===== src/rtl/bank_conflict_resolver_n_if.sv =====
// Bundle handshake and issue bus of bank_conflict_resolver_n.
//   in_valid/in_ready : bundle handshake, transfer when both high
//   in_data/in_mask   : LANES edges of EDGE_W bits, lane i at [i*EDGE_W +: EDGE_W]
//   stall             : downstream back-pressure, freezes issue
//   out_data          : registered copy of the held bundle
//   out_valid/out_last: per-lane issue strobes, final-cycle marker
// Modport slave is the resolver side, master the producer/consumer side.
interface bank_conflict_resolver_n_if #(
   parameter int LANES  = 8,
   parameter int EDGE_W = 96
);
   logic                      in_valid;
   logic                      in_ready;
   logic [LANES*EDGE_W-1:0]   in_data;
   logic [LANES-1:0]          in_mask;
   logic                      stall;
   logic [LANES*EDGE_W-1:0]   out_data;
   logic [LANES-1:0]          out_valid;
   logic                      out_last;

   modport slave (
      input  in_valid, in_data, in_mask, stall,
      output in_ready, out_data, out_valid, out_last
   );

   modport master (
      output in_valid, in_data, in_mask, stall,
      input  in_ready, out_data, out_valid, out_last
   );
endinterface


===== src/rtl/bank_conflict_resolver_n.sv =====
// Bank conflict resolver: holds one bundle of LANES edges and issues each
// edge exactly once, at most one edge per bank per issue cycle, lowest lane
// wins a bank.
//   clk, rst_n         : clock (rising), asynchronous active-low reset
//   bus (slave)        : bundle handshake, stall, issue outputs
//   stat_extra_cycles  : issue cycles beyond the first per bundle
// Optional macro CONFLICT_STATS_EN builds the saturating statistics counter;
// without it stat_extra_cycles is tied to zero.

// Per-lane grant. A lane is blocked when any lower pending lane targets the
// same bank: if that lower lane is itself blocked, its blocker also shares
// the bank, so this matches the lowest-index priority chain without a
// ripple through neighbouring grants.
module bank_conflict_resolver_n_lane #(
   parameter int LANES  = 8,
   parameter int BANK_W = 5,
   parameter int IDX    = 0
) (
   input  logic [LANES-1:0]             pending,
   input  logic [LANES-1:0][BANK_W-1:0] banks,
   output logic                         grant
);
   localparam logic [LANES-1:0] LOWER = (LANES'(1) << IDX) - LANES'(1);

   logic [LANES-1:0] same;

   always_comb begin
      same = '0;
      for (int j = 0; j < LANES; j++) same[j] = (banks[j] == banks[IDX]);
   end

   assign grant = pending[IDX] & ~|(pending & same & LOWER);
endmodule

module bank_conflict_resolver_n #(
   parameter int LANES    = 8,
   parameter int EDGE_W   = 96,
   parameter int BANK_W   = 5,
   parameter int BANK_LSB = 0,
   parameter int CNT_W    = 32
) (
   input  logic                          clk,
   input  logic                          rst_n,
   bank_conflict_resolver_n_if.slave     bus,
   output logic [CNT_W-1:0]              stat_extra_cycles
);
   logic [LANES*EDGE_W-1:0]      hold_data;
   logic                         hold_valid;
   // done starts as ~mask, so empty lanes need no separate mask register
   logic [LANES-1:0]             done;
   logic [LANES-1:0]             pending;
   logic [LANES-1:0]             grant;
   logic [LANES-1:0][BANK_W-1:0] banks;
   logic                         fin;
   logic                         accept;

   assign pending = {LANES{hold_valid}} & ~done;

   for (genvar i = 0; i < LANES; i++) begin : g_lane
      assign banks[i] = hold_data[i*EDGE_W+BANK_LSB +: BANK_W];

      bank_conflict_resolver_n_lane #(
         .LANES  (LANES),
         .BANK_W (BANK_W),
         .IDX    (i)
      ) u_lane (
         .pending (pending),
         .banks   (banks),
         .grant   (grant[i])
      );
   end

   assign fin          = hold_valid & (&(done | grant));
   assign bus.in_ready = ~hold_valid | (fin & ~bus.stall);
   assign accept       = bus.in_valid & bus.in_ready;

   always_ff @(posedge clk or negedge rst_n) begin
      if (!rst_n) begin
         hold_valid    <= 1'b0;
         hold_data     <= '0;
         done          <= '0;
         bus.out_data  <= '0;
         bus.out_valid <= '0;
         bus.out_last  <= 1'b0;
      end else begin
         bus.out_data  <= hold_data;
         bus.out_valid <= bus.stall ? '0 : grant;
         bus.out_last  <= ~bus.stall & fin;
         // accept can fire under stall only while the hold is empty
         if (accept) begin
            hold_valid <= 1'b1;
            hold_data  <= bus.in_data;
            done       <= ~bus.in_mask;
         end else if (!bus.stall && fin) begin
            hold_valid <= 1'b0;
            done       <= '0;
         end else if (!bus.stall) begin
            done       <= done | grant;
         end
      end
   end

`ifdef CONFLICT_STATS_EN
   logic [CNT_W-1:0] extra_cnt;

   always_ff @(posedge clk or negedge rst_n) begin
      if (!rst_n)
         extra_cnt <= '0;
      else if (!bus.stall && hold_valid && !fin && !(&extra_cnt))
         extra_cnt <= extra_cnt + CNT_W'(1);
   end

   assign stat_extra_cycles = extra_cnt;
`else
   assign stat_extra_cycles = '0;
`endif
endmodule

===== src/flat_wrapper.sv =====
// flat-port wrapper written by rule: the top's interface ports become plain ports
module bank_conflict_resolver_n_flat 
#(
   parameter int LANES    = 8,
   parameter int EDGE_W   = 96,
   parameter int BANK_W   = 5,
   parameter int BANK_LSB = 0,
   parameter int CNT_W    = 32
)
  (clk, rst_n, stat_extra_cycles, bus_in_valid, bus_in_data, bus_in_mask, bus_stall, bus_in_ready, bus_out_data, bus_out_valid, bus_out_last);
  bank_conflict_resolver_n_if #(.LANES(LANES), .EDGE_W(EDGE_W)) bus_i ();
  input  logic clk;
  input  logic rst_n;
  output logic [CNT_W-1:0] stat_extra_cycles;
  input wire logic [$bits(bus_i.in_valid)-1:0] bus_in_valid;
  input wire logic [$bits(bus_i.in_data)-1:0] bus_in_data;
  input wire logic [$bits(bus_i.in_mask)-1:0] bus_in_mask;
  input wire logic [$bits(bus_i.stall)-1:0] bus_stall;
  output wire logic [$bits(bus_i.in_ready)-1:0] bus_in_ready;
  output wire logic [$bits(bus_i.out_data)-1:0] bus_out_data;
  output wire logic [$bits(bus_i.out_valid)-1:0] bus_out_valid;
  output wire logic [$bits(bus_i.out_last)-1:0] bus_out_last;
  assign bus_i.in_valid = bus_in_valid;
  assign bus_i.in_data = bus_in_data;
  assign bus_i.in_mask = bus_in_mask;
  assign bus_i.stall = bus_stall;
  assign bus_in_ready = bus_i.in_ready;
  assign bus_out_data = bus_i.out_data;
  assign bus_out_valid = bus_i.out_valid;
  assign bus_out_last = bus_i.out_last;
  bank_conflict_resolver_n #(.LANES(LANES), .EDGE_W(EDGE_W), .BANK_W(BANK_W), .BANK_LSB(BANK_LSB), .CNT_W(CNT_W)) u_core (.clk(clk), .rst_n(rst_n), .bus(bus_i), .stat_extra_cycles(stat_extra_cycles));
endmodule

===== config.mk =====
export PLATFORM = sky130hd
export DESIGN_NAME = bank_conflict_resolver_n_flat
export DESIGN_NICKNAME = d
export VERILOG_FILES = /design/src/rtl/bank_conflict_resolver_n_if.sv /design/src/rtl/bank_conflict_resolver_n.sv /design/src/flat_wrapper.sv
export SDC_FILE = /design/constraint.sdc
export NUM_CORES = 1
export LEC_CHECK = 0
export ABC_AREA = 1
export BUFFER_PORTS_ARGS = -buffer_cell sky130_fd_sc_hd__clkbuf_2
export CORE_AREA = 2 2 622 624
export CTS_CLUSTER_SIZE = 30
export DETAILED_ROUTE_END_ITERATION = 8
export DIE_AREA = 0 0 624 626
export PLACE_DENSITY = 0.3
export SETUP_SLACK_MARGIN = 0.02
export SKIP_LAST_GASP = 1
export SLEW_MARGIN = 20
export SYNTH_ARGS = -nofsm -noshare
export SYNTH_HDL_FRONTEND = slang
export SYNTH_SLANG_ARGS = --single-unit

===== constraint.sdc =====
create_clock -name clk -period 5.5 [get_ports clk]
set_input_delay 0.55 -clock clk [delete_from_list [all_inputs] [get_ports clk]]
set_output_delay 0.55 -clock clk [all_outputs]
set_load 0.02 [all_outputs]

==> results.py <==
metrics = {
    "detailed_routing": {
        "drt-total-wl_um": 279000,
        "drtPass1Iterations": 7,
        "drt-vias-per-instance": 3.54,
        "vias": 43900,
        "drc": 0,
        "drtAntennaViolNets": 0,
        "detail_route.iter0.violations": 2695,
        "wire_per_inst_um": 22.5,
    },
    "die": {
        "num_rows": 228,
        "dieArea_um2": 391000,
        "core-area_um2": 384000,
        "fp.dieW_um": 624,
        "die_h_um": 626,
        "ios": 1590,
        "initial_core_util_pct": 13.7,
    },
    "worst_setup_path": {
        "crit_start": "u_core.hold_data[99]",
        "crit-reg2reg-launch": "u_core.hold_data[99]",
        "critPathMaxFanout": 53,
        "ff2ff_path_depth": 13,
        "rr_endpoint": "u_core.hold_data[384]",
        "worstSetupPathType": "reg -> out",
        "reg2reg_slack_ps": 1350,
        "arrival_ps": 4250,
        "required_ps": 4950,
        "endpoint_kind": "output pin",
        "start_kind": "flop",
    },
    "placed_design": {
        "placed_cells": 11300,
        "dpl_cell_area_um2": 66500,
        "place_ws_ps": 1250,
        "dpl.hpwl_um": 208000,
        "place.gp.congestion": 0.842,
        "portBuffers": 1557,
    },
    "yosys": {
        "ys_warn_count": 0,
        "ys.flop_type": "dfrtp_1",
        "netlist_instances": 4829,
        "yosysTopAreaCell": "dfrtp_1",
        "synth.most_common_cell": "nand2_1",
        "netlist_area_um2": 52800,
        "ys_seq_area_share_pct": 73.7,
        "synth_top_area_share_pct": 73.7,
        "synth_cell_types": 26,
        "synth-edff-count": 0,
        "synth-async-reset-ratio_pct": 100,
        "avgSynthCellArea_um2": 10.9,
        "ys_ff_latch": 1554,
        "synth.top_cells.by_area": "dfrtp_1 (74%), nand2_1 (13%), nand3_1 (7.7%), buf_4 (1.2%), buf_2 (1.1%)",
        "synth_common_cells": "nand2_1 (1,888), dfrtp_1 (1,554), nand3_1 (812)",
    },
    "cts": {
        "post_cts_buffers": 0,
        "path_clk_slew_ps": 60,
        "root_buffer": "clkbuf_16",
        "cts_buffers": 200,
        "holdBufCountCts": 766,
        "ctsResizeCount": 0,
        "cts_tree": "done",
        "cts-htree-levels": 4,
        "cts_num_sinks": 1554,
        "clk_latency_ps": 900,
        "clock_tree.buffer_depth": 4,
    },
    "layout": {
        "stdcell_count": 12400,
        "finalNetCount": 7941,
        "stdcell_area_um2": 80900,
        "seqCellArea_um2": 38900,
        "area_growth_pct": 53.3,
        "multiInputGateArea_um2": 12200,
        "fillers": 42300,
        "drive_gt1_share_pct": 27.3,
    },
    "pwr": {
        "ir_drop_v": 0.000310,
        "power.density_nw_per_um2": 626,
        "power_leakage_nw": 41.3,
    },
    "timing": {
        "slew_headroom_pct": 24.9,
        "skew_ps": 70.8,
        "period_share_pct": 87.3,
        "rsz0062_at_grt": "false",
        "hold_violations": 0,
        "drv_slew": 0,
        "period_needed_ps": 4800,
        "tightest_slew_ps": 1130,
        "fmax_mhz": 208,
        "final-setup-viol-count": 0,
        "setup_tns_ps": 0,
        "fin_ws_ps": 699,
    },
    "grt": {
        "track_usage_pct": 13.9,
        "grt-ovfl-total": 0,
        "grt_first_pass_wirelength_um": 386000,
        "grt_pass1_vias": 46600,
        "grt_max_degree": 176,
        "grt_antenna_before_repair": 85,
    },
    "worst_hold_path": {
        "holdPathEnd": "u_core.hold_data[582]",
        "hold_path_depth": 3,
        "min-delay-path-class": "in -> reg",
        "min_from": "bus_in_data[582]",
    },
    "run_status": {
        "status": "finished, final reports clean",
    },
    "job": {
        "drv_cap": 0,
    },
}
per-layer routing:
| metal | track usage [%] | share of wire, % | vias to the layer above |
|---|---|---|---|
| met1 | 16.9 | 41 | 22000 |
| met2 | 23.8 | 49 | 1426 |
| met4 | 3.41 | 2.6 | 22 |
| met5 | 0 | 0.047 | - |
| met3 | 4.24 | 7.2 | 441 |
| li1 | - | - | 20000 |
cells by family after synthesis:
family | after synthesis | synth area share, %
simple gates | 2851 | 22.3
flops | 1554 | 73.7
buf+inv | 380 | 3.59
compound gates | 40 | 0.391
xor+xnor | 3 | 0.0498
other cells | 1 | 0.00710
registers in the layout, indices dropped and copies added, names as in the netlist:
| register | flops |
|---|---|
| u_core.hold_data | 768 |
| u_core.bus.out_last | 1 |
| u_core.bus.out_data | 768 |
| u_core.hold_valid | 1 |
| u_core.bus.out_valid | 8 |
| u_core.done | 8 |
worst max-delay path by stage:
stage,end,slack (ps),cells after the start
after global placement,u_core.hold_data[384],1230,13
final,bus_in_ready,700,12
after global routing,bus_in_ready,420,12
after CTS,bus_in_ready,550,12
after floorplan,bus_in_ready,3040,14
after detailed placement,u_core.hold_data[384],1250,13
cell type report:
cell class	count	share of cell area, %
clock inverters	75	1.07
multi-input cells	2926	15.0
inverters	52	0.241
diodes	23	0.0711
clock buffers	284	7.20
flip-flops and latches	1554	48.0
well taps	5060	7.82
repair buffers	2427	20.5
metrics by stage:
stage / hold WS, ps / total power, mW / util (%)
5_1_grt: 19.3 / 54.1 / 21.1
3_5_place_dp: 358 / 37.5 / 17.3
4_1_cts: 1.08 / 52.0 / 21.0
2_1_floorplan: 254 / 28.2 / -
3_3_place_gp: 357 / 37.5 / 17.3
6_report: 54.9 / 50.7 / 21.1
where the power goes:
part           total [mW]  switching [mW]  internal (mW)  leakage, nW
combinational        17.1            12.4           4.73         18.6
sequential           20.0            3.28           16.7         19.4
clock                13.5            5.55           7.94         3.31
total                50.7            21.3           29.4         41.3
placed cells by master (no fill, tap or decap), types with 2 or more instances in the layout:
cell type / n
inv_6: 3
dfrtp_1: 1554
inv_2: 4
clkinv_2: 40
clkinv_1: 2
bufinv_16: 12
nor3_1: 8
clkbuf_16: 202
inv_16: 3
a21oi_1: 4
clkinvlp_4: 6
conb_1: 32
dlygate4sd3_1: 766
buf_12: 29
xor2_1: 3
nand3_1: 812
inv_1: 46
o21ai_0: 29
clkinv_8: 2
o211ai_1: 2
diode_2: 23
clkbuf_2: 1555
buf_4: 76
nor2_4: 4
o21ai_1: 4
nand2_1: 1887
clkinv_4: 6
clkbuf_1: 36
nor2_1: 135
clkbuf_8: 46
clkinv_16: 3
critical path, cell delays in order (launching register included):
cell      delay, ps
dfrtp_1         840
inv_1           420
nor2_1          180
nor3_1           80
nand3_1          80
nand2_1          70
nor2_1          250
nor2_1           90
nor2_1          210
nand3_4         200
nand2_8         370
buf_12          300
clkbuf_2        230
Note: power is estimated with default switching activity, not from simulation.
